<file path="config.mk">
export PLATFORM = sky130hd
export DESIGN_NAME = vga_pixel_gen
export DESIGN_NICKNAME = d
export VERILOG_FILES = /design/src/rtl/vga_pkg.sv /design/src/rtl/tile_ram.sv /design/src/rtl/vga_pixel_gen.sv
export SDC_FILE = /design/constraint.sdc
export NUM_CORES = 2
export LEC_CHECK = 0
export CORE_MARGIN = 5
export CORE_UTILIZATION = 44
export CTS_CLUSTER_DIAMETER = 40
export DETAILED_ROUTE_END_ITERATION = 8
export DONT_BUFFER_PORTS = 1
export MAX_ROUTING_LAYER = met4
export PLACE_DENSITY_LB_ADDON = 0.12
export REMOVE_ABC_BUFFERS = 1
export SLEW_MARGIN = 0
export SYNTH_ARGS = -nofsm -noshare
export SYNTH_HDL_FRONTEND = slang
export SYNTH_MEMORY_MAX_BITS = 65536
export SYNTH_SLANG_ARGS = --single-unit
</file>
<file path="constraint.sdc">
create_clock -name clk -period 15.11 [get_ports clk]
set_input_delay 3.022 -clock clk [delete_from_list [all_inputs] [get_ports clk]]
set_output_delay 3.022 -clock clk [all_outputs]
set_load 0.05 [all_outputs]
</file>
<file path="src/rtl/vga_pkg.sv">
// ---------------------------------------------------------------------------
// vga_pkg
//   Shared constants for the VGA path: tile framebuffer geometry, colour
//   width, pixel-generator state encoding, and the 800x600 timing numbers
//   used by the upstream timing generator (1040x666 total).
// ---------------------------------------------------------------------------
package vga_pkg;

    // Tile framebuffer geometry
    localparam int CELL     = 25;               // pixels per tile edge
    localparam int COLS     = 32;               // tiles per row (power of two)
    localparam int ROWS     = 24;               // tile rows
    localparam int COLOR_W  = 6;                // RRGGBB
    localparam int FB_DEPTH = ROWS * COLS;      // 768 tiles
    localparam int ADDR_W   = 10;
    localparam int COL_B    = $clog2(COLS);     // column bits of a tile address
    localparam int ROW_B    = ADDR_W - COL_B;   // row bits of a tile address

    // Horizontal timing (pixels)
    localparam int H_ACTIVE = 800;
    localparam int H_FRONT  = 56;
    localparam int H_SYNC   = 120;
    localparam int H_BACK   = 64;
    localparam int H_TOTAL  = H_ACTIVE + H_FRONT + H_SYNC + H_BACK;   // 1040

    // Vertical timing (lines)
    localparam int V_ACTIVE = 600;
    localparam int V_FRONT  = 37;
    localparam int V_SYNC   = 6;
    localparam int V_BACK   = 23;
    localparam int V_TOTAL  = V_ACTIVE + V_FRONT + V_SYNC + V_BACK;   // 666

    typedef enum logic {
        CLEAR = 1'b0,   // walking the framebuffer, writing zeros
        RUN   = 1'b1    // normal display + processor writes
    } pg_state_t;

    // Tile index row*COLS+col; COLS is a power of two so this is a concat.
    function automatic logic [ADDR_W-1:0] tile_addr(input logic [ROW_B-1:0] row,
                                                     input logic [COL_B-1:0] col);
        return {row, col};
    endfunction

endpackage

</file>
<file path="src/rtl/tile_ram.sv">
// ---------------------------------------------------------------------------
// tile_ram
//   Single-port tile colour store, synchronous read with one cycle of
//   latency, write-first (a write cycle returns the written data). No reset
//   on the array or output register so it maps onto block RAM.
// Ports
//   clk       clock
//   we_i      write enable for this cycle (otherwise a read)
//   addr_i    tile address, must be < DEPTH when we_i is set
//   wdata_i   write data
//   rdata_o   registered read data
// ---------------------------------------------------------------------------
module tile_ram
    import vga_pkg::*;
#(
    parameter int DEPTH = FB_DEPTH,
    parameter int WIDTH = COLOR_W,
    parameter int AW    = ADDR_W
) (
    input  logic             clk,
    input  logic             we_i,
    input  logic [AW-1:0]    addr_i,
    input  logic [WIDTH-1:0] wdata_i,
    output logic [WIDTH-1:0] rdata_o
);

    logic [WIDTH-1:0] mem_q [DEPTH];
    logic [WIDTH-1:0] rdata_q;

    always_ff @(posedge clk) begin
        if (we_i) begin
            mem_q[addr_i] <= wdata_i;
            rdata_q       <= wdata_i;
        end else begin
            rdata_q       <= mem_q[addr_i];
        end
    end

    assign rdata_o = rdata_q;

endmodule

</file>
<file path="src/rtl/vga_pixel_gen.sv">
// ---------------------------------------------------------------------------
// vga_pixel_gen
//   Turns the timing generator's sync/enable stream into pixel colour from
//   a 32x24 tile framebuffer (25x25-pixel tiles) written by the processor.
//   After reset the framebuffer is zeroed (CLEAR), then display runs (RUN).
//   Colour and syncs leave two cycles after the inputs, mutually aligned.
// Ports
//   clk, rst        pixel clock, synchronous active-high reset
//   hsync_in        active-low hsync          -> hsync_out (2-cycle delay)
//   vsync_in        active-low vsync          -> vsync_out (2-cycle delay)
//   color_en_in     1 = active pixel this cycle
//   wr_valid/ready  processor write handshake (tile address + colour)
//   wr_addr         tile index row*COLS+col; >= FB_DEPTH is dropped
//   wr_data         tile colour
//   rgb_out         pixel colour, 0 outside active video and during CLEAR
// ---------------------------------------------------------------------------
module vga_pixel_gen
    import vga_pkg::*;
(
    input  logic               clk,
    input  logic               rst,
    input  logic               hsync_in,
    input  logic               vsync_in,
    input  logic               color_en_in,
    input  logic               wr_valid,
    output logic               wr_ready,
    input  logic [ADDR_W-1:0]  wr_addr,
    input  logic [COLOR_W-1:0] wr_data,
    output logic               hsync_out,
    output logic               vsync_out,
    output logic [COLOR_W-1:0] rgb_out
);

    localparam int PW  = $clog2(CELL);   // in-tile pixel counter width
    localparam int CXW = COL_B + 1;      // one spare bit so cx can sit at COLS
    localparam int CYW = ROW_B + 1;

    localparam logic [PW-1:0]     P_LAST    = PW'(CELL - 1);
    localparam logic [CXW-1:0]    CX_END    = CXW'(COLS);
    localparam logic [CYW-1:0]    CY_END    = CYW'(ROWS);
    localparam logic [ADDR_W-1:0] ADDR_LAST = ADDR_W'(FB_DEPTH - 1);

    // FSM
    pg_state_t         state_q, state_d;
    logic [ADDR_W-1:0] clr_addr_q, clr_addr_d;

    // Pixel position inside the frame
    logic [PW-1:0]  px_q, px_d, py_q, py_d;
    logic [CXW-1:0] cx_q, cx_d;
    logic [CYW-1:0] cy_q, cy_d;
    logic           ce_prev_q, vs_prev_q;
    logic           ce_fall, vs_fall;

    // One-entry write buffer
    logic               pend_valid_q, pend_valid_d;
    logic [ADDR_W-1:0]  pend_addr_q, pend_addr_d;
    logic [COLOR_W-1:0] pend_data_q, pend_data_d;
    logic               commit;

    // Display pipeline
    logic               in_range, pix_en;
    logic [ADDR_W-1:0]  rd_addr;
    logic [1:0]         hs_dly_q, vs_dly_q;
    logic               en_q;
    logic [COLOR_W-1:0] rgb_q, rgb_d;

    // RAM port
    logic               ram_we;
    logic [ADDR_W-1:0]  ram_addr;
    logic [COLOR_W-1:0] ram_wdata, ram_rdata;

    // ---------------- FSM ----------------
    always_comb begin
        state_d    = state_q;
        clr_addr_d = clr_addr_q;
        case (state_q)
            CLEAR: begin
                clr_addr_d = clr_addr_q + 1'b1;
                if (clr_addr_q == ADDR_LAST) begin
                    state_d    = RUN;
                    clr_addr_d = '0;
                end
            end
            RUN: begin
            end
        endcase
    end

    // ---------------- pixel position ----------------
    assign ce_fall = ce_prev_q & ~color_en_in;
    assign vs_fall = vs_prev_q & ~vsync_in;

    always_comb begin
        px_d = px_q;
        cx_d = cx_q;
        py_d = py_q;
        cy_d = cy_q;
        if (color_en_in) begin
            if (px_q == P_LAST) begin
                px_d = '0;
                // cx parks at COLS past the last tile so the address saturates
                if (cx_q != CX_END) cx_d = cx_q + 1'b1;
            end else begin
                px_d = px_q + 1'b1;
            end
        end
        if (ce_fall) begin
            px_d = '0;
            cx_d = '0;
            if (py_q == P_LAST) begin
                py_d = '0;
                if (cy_q != CY_END) cy_d = cy_q + 1'b1;
            end else begin
                py_d = py_q + 1'b1;
            end
        end
        // vsync fall wins over a coincident line end
        if (vs_fall) begin
            py_d = '0;
            cy_d = '0;
        end
    end

    assign in_range = (cx_q < CX_END) && (cy_q < CY_END);
    assign rd_addr  = in_range ? tile_addr(cy_q[ROW_B-1:0], cx_q[COL_B-1:0]) : ADDR_LAST;
    assign pix_en   = color_en_in & in_range & (state_q == RUN);

    // ---------------- write buffer ----------------
    assign wr_ready = (state_q == RUN) & ~pend_valid_q;
    // Commits only in blank cycles, so the display never loses a read slot.
    assign commit   = pend_valid_q & ~color_en_in & ~rst;

    always_comb begin
        pend_valid_d = pend_valid_q;
        pend_addr_d  = pend_addr_q;
        pend_data_d  = pend_data_q;
        if (commit) begin
            pend_valid_d = 1'b0;
        end else if (wr_valid && wr_ready) begin
            pend_valid_d = 1'b1;
            pend_addr_d  = wr_addr;
            pend_data_d  = wr_data;
        end
    end

    // ---------------- RAM port arbitration ----------------
    always_comb begin
        ram_we    = 1'b0;
        ram_addr  = rd_addr;
        ram_wdata = pend_data_q;
        if (state_q == CLEAR) begin
            ram_we    = 1'b1;
            ram_addr  = clr_addr_q;
            ram_wdata = '0;
        end else if (commit) begin
            // out-of-range addresses are accepted but never reach the array
            ram_we   = (pend_addr_q <= ADDR_LAST);
            ram_addr = pend_addr_q;
        end
    end

    tile_ram #(
        .DEPTH (FB_DEPTH),
        .WIDTH (COLOR_W),
        .AW    (ADDR_W)
    ) u_ram (
        .clk     (clk),
        .we_i    (ram_we),
        .addr_i  (ram_addr),
        .wdata_i (ram_wdata),
        .rdata_o (ram_rdata)
    );

    // en_q lines up with the RAM output register; rgb_q is the second stage.
    assign rgb_d = en_q ? ram_rdata : '0;

    // ---------------- registers ----------------
    always_ff @(posedge clk) begin
        if (rst) begin
            state_q      <= CLEAR;
            clr_addr_q   <= '0;
            px_q         <= '0;
            cx_q         <= '0;
            py_q         <= '0;
            cy_q         <= '0;
            ce_prev_q    <= 1'b0;
            vs_prev_q    <= 1'b1;
            pend_valid_q <= 1'b0;
            pend_addr_q  <= '0;
            pend_data_q  <= '0;
            hs_dly_q     <= 2'b11;
            vs_dly_q     <= 2'b11;
            en_q         <= 1'b0;
            rgb_q        <= '0;
        end else begin
            state_q      <= state_d;
            clr_addr_q   <= clr_addr_d;
            px_q         <= px_d;
            cx_q         <= cx_d;
            py_q         <= py_d;
            cy_q         <= cy_d;
            ce_prev_q    <= color_en_in;
            vs_prev_q    <= vsync_in;
            pend_valid_q <= pend_valid_d;
            pend_addr_q  <= pend_addr_d;
            pend_data_q  <= pend_data_d;
            hs_dly_q     <= {hs_dly_q[0], hsync_in};
            vs_dly_q     <= {vs_dly_q[0], vsync_in};
            en_q         <= pix_en;
            rgb_q        <= rgb_d;
        end
    end

    assign hsync_out = hs_dly_q[1];
    assign vsync_out = vs_dly_q[1];
    assign rgb_out   = rgb_q;

endmodule

</file>
==> impl_results.md <==
* Syn Inst Count at 9301
* Bufs and invs on worst path at 4
* Antenna viol nets, final at 0
* Clock H-tree levels at 6
* Distinct cells, synth at 90
* Post-CTS sizing at 0
* Critical path's slowest cell: dfxtp_4
* Worst Path Arrival at 8.00 ns
* Vias at 95430
* Number of DRC markers in iteration 0 at 11180
* Clk buf depth at 4
* Clk sink count at 4680
* Final Non-Filler Cells at 15510
* Crit path cell chain: buf_12, or2_4, buf_4, buf_4, buf_4, o221ai_1, a21oi_1, nor3_1, nor3_1, or4_1, nor4_2, o311a_1
* Crit-path max cell delay at 0.79 ns
* Initial antenna violation count at 38
* Placed cell count at 14400
* Average size of a mapped cell at 19.82 sq um
* Layout Skew at 0.03900 ns
* Slew HR at 13.99%
* Global-route usage over all layers at 25.39%
* CTS Root Cell: clkbuf_16
* Yosys warns at 0
* Reg2reg end: rgb_out[3]
* Critical path capture point: rgb_out[3]
* Largest family of logic cells by synthesized area: multiplexers
* Post-DP Area at 189500 sq um
* Number of port buffers at 0
* Mapped Area at 184400 sq um
* Tcrit/Tclk final at 47.12%
* Post-synthesis sequential area ratio at 75.83%
* CP Depth at 12
* Critical path's most frequent cell: buf_4
* Gr ovfl total at 0
* Area growth syn-to-layout at 13.65%
* Largest net degree at the start of global routing at 156
* Ys flop type: edfxtp_1
* Hpwl dp at 329000 microns
* Pwr dens at 138.5 nW/um^2
* Share of layout cells above drive strength 1 at 21.32%
* Hold WS at 0.4076 ns
* Final setup viols at 0
* Vias/cell at 6.154
* Post-CTS Setup Bufs at 0
* Fin nets at 9532
* DR WL/cell at 35.18 microns
* DR DRC count at 0
* Lkg Pwr at 75.60 nW
* Setup tns final at 0 ns
* # IOs at 31
* Fin. Hold Viols at 0
* Maximum vdd drop at 0.0001171 V
* Row count at 237
* Core Util, Final at 50.22%
* Fillers at 32980
* Die ar. at 432100 sq um
* WL final at 545500 microns
* Tightest Pin Transition at 1.280 ns
* First-pass GRT wire length at 756400 microns
* Crit end category: flop
* Max Slew Vio Count at 0
* Total CTS buffers at 598
* Family with the most delay on the worst path: buffers and inverters
* Startpoint types: flop
* Synth Area in Compound Gates at 3.646%
* Final RePlAce weighted congestion at 0.8552
* Crit path time final at 7.119 ns
* First-pass DRT Iterations at 6
* Async SR Flop Fraction at 0%
* Adder-Cell Fraction of Synth Area at 0.06108%
* RSZ-0062 raised after global routing: no
* HP Class: reg -> reg
* Starting density of the core at 44.19%
* Post-Synth XOR/XNOR Area at 0.1093%
* Clk slew on worst S/H paths at 0.05 ns
* Height of the chip at 657.3 microns
* Worst-path fanout max at 101
* CTS tree: done
* Clock Latency Late Sink at 1.04 ns
* Yosys reg bits at 4680
* Mux cell area share after synthesis at 14.73%
* Flop-to-flop setup slack at 7.99 ns
* Worst Path Required at 15.99 ns
* Outcome: complete, no violations
* Final instance area at 209600 sq um
* MaxCap Viol Count at 0
* Post-synthesis simple-gate area fraction at 3.307%
* Vias in the first global route at 94590
* Cts hold-fix bufs at 0
* Post-synth EDFFs at 4608
* Highest Clock Rate at 140.5 MHz
* WS Path Type: reg -> reg
* Die X at 657.3 microns
* Reg2reg path depth at 12
* Core area at 417200 sq um
==> Yosys cell counts, drive strengths merged, types with 10 or more instances <==
master	n	share of area [%]
edfxtp	4608	75
mux4	887	11
nor2	878	1.8
mux2i	684	3.7
buf	382	1.7
o221ai	261	1.3
clkbuf	237	0.54
a21oi	209	0.57
nand2	165	0.34
o22ai	162	0.55
nor3	147	0.40
a22oi	98	0.40
dfxtp	72	0.78
o21ai	53	0.15
a211oi	51	0.21
nand3	50	0.14
nor4	36	0.12
inv	27	0.055
or2	21	0.071
nand4	20	0.068
and2	17	0.058
nor2b	17	0.058
nand2b	14	0.048
o31ai	14	0.057
or3	14	0.048
xor2	13	0.062
a221oi	12	0.057
mux2	11	0.067
a2111oi	10	0.071
a22o	10	0.048
xnor2	10	0.048
==> worst min-delay path by stage <==
stage,startpoint,endpoint,cells past startpoint
floorplan,hs_dly_q[0],hs_dly_q[1],1
global placement,hs_dly_q[0],hs_dly_q[1],1
detailed placement,hs_dly_q[0],hs_dly_q[1],1
CTS,hs_dly_q[0],hs_dly_q[1],1
global route,hs_dly_q[0],hs_dly_q[1],1
finish,hs_dly_q[0],hs_dly_q[1],1
==> cells in the final DEF, fill, tap and decap left out, types with 14 or more instances in the layout <==
master,netlist,layout
nand3_1,50,44
nor2_1,878,875
mux4_2,833,833
mux4_1,54,54
nor3_1,146,141
clkbuf_1,225,79
a211oi_1,51,51
bufinv_16,0,55
o21ai_0,46,46
clkinv_4,0,37
clkinv_2,0,69
buf_12,18,25
nand2_1,164,133
dfxtp_1,72,64
nand2_4,0,24
clkinv_8,0,17
inv_1,26,25
clkinv_1,3,67
edfxtp_1,4608,4608
a21oi_1,209,209
o22ai_1,162,162
clkinvlp_4,0,51
or2_2,20,20
mux2i_1,684,684
inv_8,0,26
a22oi_1,97,97
nor2b_1,17,14
nand4_1,20,20
o221ai_1,258,258
clkbuf_16,0,619
buf_4,43,193
diode_2,0,18
o31ai_1,14,14
inv_6,0,69
nor4_1,36,33
==> stage by stage <==
step                      power (mW)  worst slack (ns)
after global placement         15.14             7.347
after CTS                      29.24             7.935
after detailed placement       15.14             7.359
after floorplan                16.05            -45.24
after global routing           29.84             7.912
final                          29.03             7.991
==> per-layer routing <==
metal | routed length [microns] | track usage (%)
met5 | 0 | -
met4 | 17770 | 7.719
met3 | 43650 | 4.077
met2 | 262400 | 39.72
met1 | 221700 | 34.59
==> report_power, final <==
part	switching, mW	internal, mW	total [mW]
logic	0.526	0.276	0.802
clock network	5.61	8.55	14.2
registers	0.0185	14.0	14.1
==> registers in the layout (all words and copies together) (netlist names), named ones only <==
signal        cells
u_ram.mem_q    4608
clr_addr_q       10
pend_addr_q      10
cx_q              6
cy_q              6
pend_data_q       6
rgb_out           6
px_q              5
py_q              5
hs_dly_q          2
vs_dly_q          2
ce_prev_q         1
en_q              1
pend_valid_q      1
state_q           1
==> area by class of cell <==
cell class / instances / area, sq um / share of cell area, %
flip-flops and latches: 4680 / 139800 / 66.73
well taps: 5497 / 6878 / 3.282
clock buffers: 701 / 15830 / 7.553
repair buffers: 219 / 1954 / 0.9327
diodes: 18 / 45.04 / 0.02150
clock inverters: 389 / 4168 / 1.989
inverters: 30 / 125.1 / 0.05971
multi-input cells: 3972 / 40710 / 19.43
==> logic make-up (layout without fill, tap and decap cells) <==
| kind of cell | count (synthesis) | after routing |
|---|---|---|
| flip-flops | 4680 | 4680 |
| multiplexers | 1582 | 1582 |
| AND/OR/NAND/NOR | 1416 | 1416 |
| AO/OA/AOI/OAI | 942 | 942 |
| buffers and inverters | 649 | 1339 |
| XOR/XNOR | 23 | 23 |
| adder cells (fa/ha/maj) | 9 | 9 |
| other | 0 | 18 |
(Power assumes the default switching activity.)
